### src/rtl/bcd_para_binario.sv
// rtl/bcd_para_binario.sv - three-digit BCD to 8-bit binary converter
// Reverse double-dabble, one bit per cycle; out-of-range or invalid digits flag erro.
module bcd_para_binario (
    input  logic       clk,
    input  logic       rst_n,
    input  logic       iniciar,
    input  logic [3:0] bcd_centenas,
    input  logic [3:0] bcd_dezenas,
    input  logic [3:0] bcd_unidades,
    output logic [7:0] binario,
    output logic       erro,
    output logic       ocupado,
    output logic       concluido
);
    typedef enum logic [1:0] {OCIOSO, CONVERTE, CONCLUI} estado_t;

    estado_t     estado;
    estado_t     proximo;
    logic [21:0] reg_conv;      // {C, D, U, 10-bit binary accumulator}
    logic [21:0] passo;
    logic [3:0]  contador;
    logic        invalido;
    logic        inicio;

    assign inicio = iniciar && (estado != CONVERTE);

    // One step: shift the whole BCD:binary word right, then correct each digit >= 8.
    always_comb begin
        passo = {1'b0, reg_conv[21:1]};
        for (int i = 0; i < 3; i++) begin
            if (passo[10 + 4*i +: 4] >= 4'd8)
                passo[10 + 4*i +: 4] = passo[10 + 4*i +: 4] - 4'd3;
        end
    end

    always_comb begin
        proximo = estado;
        case (estado)
            OCIOSO:   if (iniciar) proximo = CONVERTE;
            CONVERTE: if (contador == 4'd9) proximo = CONCLUI;
            CONCLUI:  proximo = iniciar ? CONVERTE : OCIOSO;
            default:  proximo = OCIOSO;
        endcase
    end

    always_ff @(posedge clk or negedge rst_n) begin
        if (!rst_n)
            estado <= OCIOSO;
        else
            estado <= proximo;
    end

    always_ff @(posedge clk or negedge rst_n) begin
        if (!rst_n) begin
            reg_conv  <= 22'd0;
            contador  <= 4'd0;
            invalido  <= 1'b0;
            binario   <= 8'h00;
            erro      <= 1'b0;
            ocupado   <= 1'b0;
            concluido <= 1'b0;
        end else begin
            concluido <= 1'b0;
            if (inicio) begin
                reg_conv <= {bcd_centenas, bcd_dezenas, bcd_unidades, 10'd0};
                contador <= 4'd0;
                invalido <= (bcd_centenas > 4'd9) || (bcd_dezenas > 4'd9) ||
                            (bcd_unidades > 4'd9);
                ocupado  <= 1'b1;
            end else if (estado == CONVERTE) begin
                reg_conv <= passo;
                contador <= contador + 4'd1;
                if (contador == 4'd9) begin
                    ocupado   <= 1'b0;
                    concluido <= 1'b1;
                    // Valid digits give V <= 999, so any bit above 7 means V > 255.
                    if (invalido || (passo[9:8] != 2'b00)) begin
                        binario <= 8'h00;
                        erro    <= 1'b1;
                    end else begin
                        binario <= passo[7:0];
                        erro    <= 1'b0;
                    end
                end
            end
        end
    end
endmodule
### config.mk
export PLATFORM = sky130hd
export DESIGN_NAME = bcd_para_binario
export DESIGN_NICKNAME = d
export VERILOG_FILES = /design/src/rtl/bcd_para_binario.sv
export SDC_FILE = /design/constraint.sdc
export NUM_CORES = 1
export LEC_CHECK = 0
export CAP_MARGIN = 30
export CORE_MARGIN = 1
export CORE_UTILIZATION = 39
export DETAILED_ROUTE_END_ITERATION = 8
export GPL_TIMING_DRIVEN = 0
export PLACE_DENSITY = 0.57
export SLEW_MARGIN = 20
export SYNTH_ARGS = -nofsm -noshare
export SYNTH_HDL_FRONTEND = slang
export SYNTH_SLANG_ARGS = --single-unit
export TNS_END_PERCENT = 1
### constraint.sdc
create_clock -name clk -period 1.75 [get_ports clk]
set_clock_uncertainty 0.05 [all_clocks]
set_input_delay 0.2625 -clock clk [delete_from_list [all_inputs] [get_ports clk]]
set_output_delay 0.2625 -clock clk [all_outputs]
set_load 0.02 [all_outputs]
After elaboration in Yosys (flattened, before gate mapping)
Cells that the tools add are included.
{ "word_totals": {"regBits": 40, "in_bits": 15, "out_inout_bits": 11, "word_cells": 52} }
{ "op_classes": {"n_addsub": 3, "magnitude_cmp": 5, "n_eq_ne": 6, "muxes": 18, "bitwise": 1, "reduce_logical": 11} }
{ "ops": {"columns": ["operator", "count"], "rows": [
  ["$mux W22", 2],
  ["$mux W4", 4],
  ["$gt A4 B4 Y1 const B", 3],
  ["$ge A4 B4 Y1 const B", 2],
  ["$mux W1", 8],
  ["$mux W8", 1],
  ["$sub A4 B2 Y4 const B", 2],
  ["$pmux W2 S3", 1],
  ["$reduce_bool A2 Y1", 3],
  ["$add A4 B1 Y4 const B", 1],
  ["$eq A4 B4 Y1 const B", 1],
  ["$mux W2", 2],
  ["$ne A2 B2 Y1 const B", 2],
  ["$reduce_and A2 Y1", 2],
  ["$logic_or A1 B1 Y1", 3],
  ["$reduce_and A3 Y1", 1],
  ["$eq A2 B1 Y1 const B", 1],
  ["$eq A2 B2 Y1 const B", 1],
  ["$logic_not A2 Y1", 1],
  ["$ne A2 B1 Y1 const B", 1],
  ["$logic_and A1 B1 Y1", 1],
  ["$not A1 Y1", 1]
]} }

Longest topological paths before layout
{ "logic_depth": {"word_depth": 4, "ltp_mapped": 6, "ltp_nobuf": 5} }

Least setup slack after synthesis
OpenSTA, ideal clock, no wires.
{ "synth_timing": {"path_kind": "register to register", "start": "reg contador[1]", "end": "reg ocupado", "setup_ns": 0.119, "t_arrival_ns": 1.101, "required_time_ns": 1.581, "setup_slack_ns": 0.480, "path_stages_with_launch": 7, "n_path_buf": 1, "period_less_slack_ns": 1.270, "path_cell_list": "dfrtp_1 > inv_1 > ha_1 > nand3b_1 > or2_1 > buf_6 > o21a_1"} }
{ "synth_between": {"elab_chain_len": 3} }
{ "synth_rtl": {"columns": ["item", "line_no", "source"], "rows": [
  ["start: declaration", "21", "logic [3:0] contador;"],
  ["start signal: assignment", "72", "contador <= contador + 4'd1;"],
  ["$eq A4 B4 Y1", "73", "if (contador == 4'd9) begin"],
  ["$reduce_bool A2 Y1 (no source line)", null, null],
  ["$reduce_and A2 Y1 (no source line)", null, null],
  ["end signal: assignment", "60", "ocupado <= 1'b0;"],
  ["end signal: assignment", "69", "ocupado <= 1'b1;"],
  ["end signal: assignment", "74", "ocupado <= 1'b0;"],
  ["end: declaration", "12", "output logic ocupado,"]
]} }
No other way between the ends.
A chain may end at the register's enable or synchronous reset.

Final worst setup path
{ "layout_timing": {"start": "reg binario[2]", "end": "out binario[2]"} }
{ "layout_lines": {"columns": ["item", "line_no", "source"], "rows": [
  ["start: declaration", "10", "output logic [7:0] binario,"],
  ["start signal: assignment", "81", "binario <= passo[7:0];"]
]} }
No word-level cell between the ends.

==> results.cfg <==
[clocking]
numCtsBuffers = 5
post_cts_buffers = 0
h-tree-depth = 2
clockRootBuffer = clkbuf_8
clock_latency_ns = 0.29
clk_path_buf_depth = 2
clock-sinks = 39
tritoncts = done
clk_pin_slew_worst_paths_ns = 0.08

[die]
ios = 26
die_width_um = 72.50
initial_core_util_pct = 40.76
rows = 25
core_area_um2 = 4755
die_area_um2 = 5256
die_h_um = 72.50

[logic_synthesis]
synth-edff-count = 0
syn-instance-count = 189
synth_flop_cell = dfrtp_1
avgSynthCellArea_um2 = 10.25
synth_cell_type_count = 33
ys_warn_count = 0
seq_area_frac_synth_pct = 50.36
synth_area_um2 = 1938
syn_nets = 210
async_reset_ff_share_pct = 100.0
ys_ff_latch = 39

[critical_path]
critPathLaunchType = flop
r2r_cells = 6
required_ns = 1.44
reg2reg_slack_ns = 0.35
crit_chain = clkdlybuf4s50_1
cp_slowest_stage_delay_ns = 0.60
crit_buf_inv = 1
crit_fanout = 2
worstPathArrival_ns = 1.24
cp-end-kind = primary output
timing.rr.start = contador[1]$_DFFE_PN0P_
cpLargestDelayFamily = buffers and inverters
criticalPathCategory = reg2out
cp_slowest_cell = clkdlybuf4s50_1
r2r_end = binario[6]$_DFFE_PN0P_

[route]
first_iter_violations = 85
drt-total-wl_um = 4103
postRouteAntennaNets = 0
dr.pass1.iters = 4
drc_errors = 0
vias = 1439
routedWlPerCell_um = 14.15
routed_via_density = 4.962

[pwr]
power_leakage_uw = 0.001166
power_density_nw_per_um2 = 1664
p_total_uw = 4039
ir_drop_uv = 779.0

[placement]
dpl.hpwl_um = 2962
place_ws_ns = 0.3593
io_buffer_count = 24
gp_congestion = 0.7952
dp_cells = 281

[sta]
layout_min_cycle_time_ns = 1.556
finalSetupViolCount = 0
tns_ns = 0
slew_headroom_pct = 61.56
report.final.slew_viol_count = 0
fmax_mhz = 642.6
min_period_over_period_pct = 88.93
rsz0062_at_grt = no
tightestPinTransition_ns = 0.5735
hold_viol = 0
final.setup.worst_slack_ns = 0.1938

[min_path]
worstHoldStart = iniciar
hold_depth = 3
min_path_type = in2reg
min_to = reg_conv[10]$_DFFE_PN0P_

[cells_and_area]
fillers = 454
instances_no_fill = 290
antenna_cells = 0
area_delta_synth_final_pct = 25.24
drive_above_1_share_pct = 15.25
final_nets = 243

[global_routing]
grt_pass1_vias = 1424
grt_start_max_net_pins = 25
grt_pass1_wl_um = 6948
antenna_found_initial = 0
gr-usage-all-layers_pct = 17.77
gr-total-overflow = 0

[flow_run]
cap_violations = 0

[run_status]
status = complete, no violations
-- cells by family (layout without fill, tap and decap cells) --
family,count (synthesis),count (layout),share of synthesized area (%)
and+or+nand+nor,66,66,16.20
DFF,39,39,50.36
xor gates and xnor gates,4,4,1.808
buffers and inverters,20,54,7.488
AOI/OAI and AO/OA,42,42,13.82
muxes,12,12,6.456
adders and majority gates,6,6,3.873
-- how the worst max path moves through the flow --
stage / slack (ns) / to / depth (start not counted) / startpoint
6_report: 0.19 / binario[2] / 1 / binario[2]$_DFFE_PN0P_
4_1_cts: 0.18 / binario[6] / 1 / binario[6]$_DFFE_PN0P_
3_5_place_dp: 0.36 / ocupado$_DFFE_PN0P_ / 6 / contador[1]$_DFFE_PN0P_
3_3_place_gp: -0.56 / reg_conv[7]$_DFFE_PN0P_ / 1 / rst_n
2_1_floorplan: 0.48 / ocupado$_DFFE_PN0P_ / 6 / contador[1]$_DFFE_PN0P_
5_1_grt: 0.14 / binario[6] / 1 / binario[6]$_DFFE_PN0P_
-- state kept, by name, summed over array words and instances (netlist names) --
register   cells
binario        8
concluido      1
contador       4
erro           1
estado         2
invalido       1
ocupado        1
reg_conv      21
-- synthesized netlist by cell type, types with 2 or more instances --
library cell	instances	share of area, %
o21ai_1	7	1.8
inv_1	7	1.4
nor2_1	2	0.39
xor2_1	2	0.90
or3_1	3	0.97
o21ai_0	17	4.4
buf_2	5	1.3
mux2i_1	11	5.7
ha_1	6	3.9
o21ai_2	5	2.3
nand2_1	38	7.4
nand3_1	15	3.9
buf_6	2	1.2
o221a_2	2	1.2
xnor2_1	2	0.90
a21oi_1	5	1.3
buf_12	2	2.1
nor2b_1	2	0.65
o211a_1	4	2.1
dfrtp_1	39	50
-- power breakdown --
| group | internal (uW) | switching [uW] | total [uW] |
|---|---|---|---|
| Clock | 570 | 314 | 884 |
| Combinational | 767 | 829 | 1600 |
| Sequential | 1260 | 299 | 1560 |
| Total | 2600 | 1440 | 4040 |
-- what timing repair did --
action | in CTS | in global routing
gates resized for setup | 0 | 0
hold endpoints to repair | 15 | 0
hold buffers | 1 | 0
-- routing by layer --
metal / global-route usage (%) / up-vias / part of all wire (%)
met2: 27.93 / 16 / 48
met1: 23.79 / 713 / 50
met4: 5.664 / 0 / 0.88
met5: 0 / - / 0
met3: 5.000 / 4 / 2.0
li1: - / 706 / -
-- cells in the final DEF, fill, tap and decap left out, types with 2 or more instances in the layout --
master	synthesis	layout
o21ai_1	7	7
nand3_1	15	15
nand2_1	38	38
clkdlybuf4s50_1	0	23
o21ai_0	17	17
buf_2	5	6
o211a_1	4	4
nor2b_1	2	2
buf_12	2	2
ha_1	6	6
o21ai_2	5	5
xnor2_1	2	2
a21oi_1	5	5
inv_1	7	7
mux2i_1	11	11
clkbuf_8	0	5
o221a_2	2	2
dfrtp_1	39	39
xor2_1	2	2
buf_6	2	2
or3_1	3	3
bufinv_16	0	2
nor2_1	2	2
-- through the flow --
step	area, um2	util [%]	hold slack, ns
after global placement	2262	47.58	0.4152
after detailed placement	2285	48.05	0.1766
after CTS	2427	51.05	0.3372
after global routing	2427	51.05	0.3543
after floorplan	1938	-	-0.08309
final	2427	51.05	0.3370
-- final cells by class --
| type | count | area, um2 | area share [%] |
|---|---|---|---|
| Timing Repair Buffer | 26 | 272.8 | 11.24 |
| Sequential cell | 39 | 975.9 | 40.21 |
| Inverter | 8 | 30.03 | 1.237 |
| Multi-Input combinational cell | 130 | 817.0 | 33.66 |
| Clock inverter | 2 | 60.06 | 2.474 |
| Clock buffer | 6 | 72.57 | 2.990 |
| Buffer | 12 | 115.1 | 4.742 |
| Tap cell | 67 | 83.83 | 3.454 |
No activity file was read; power rests on OpenSTA's default activity.
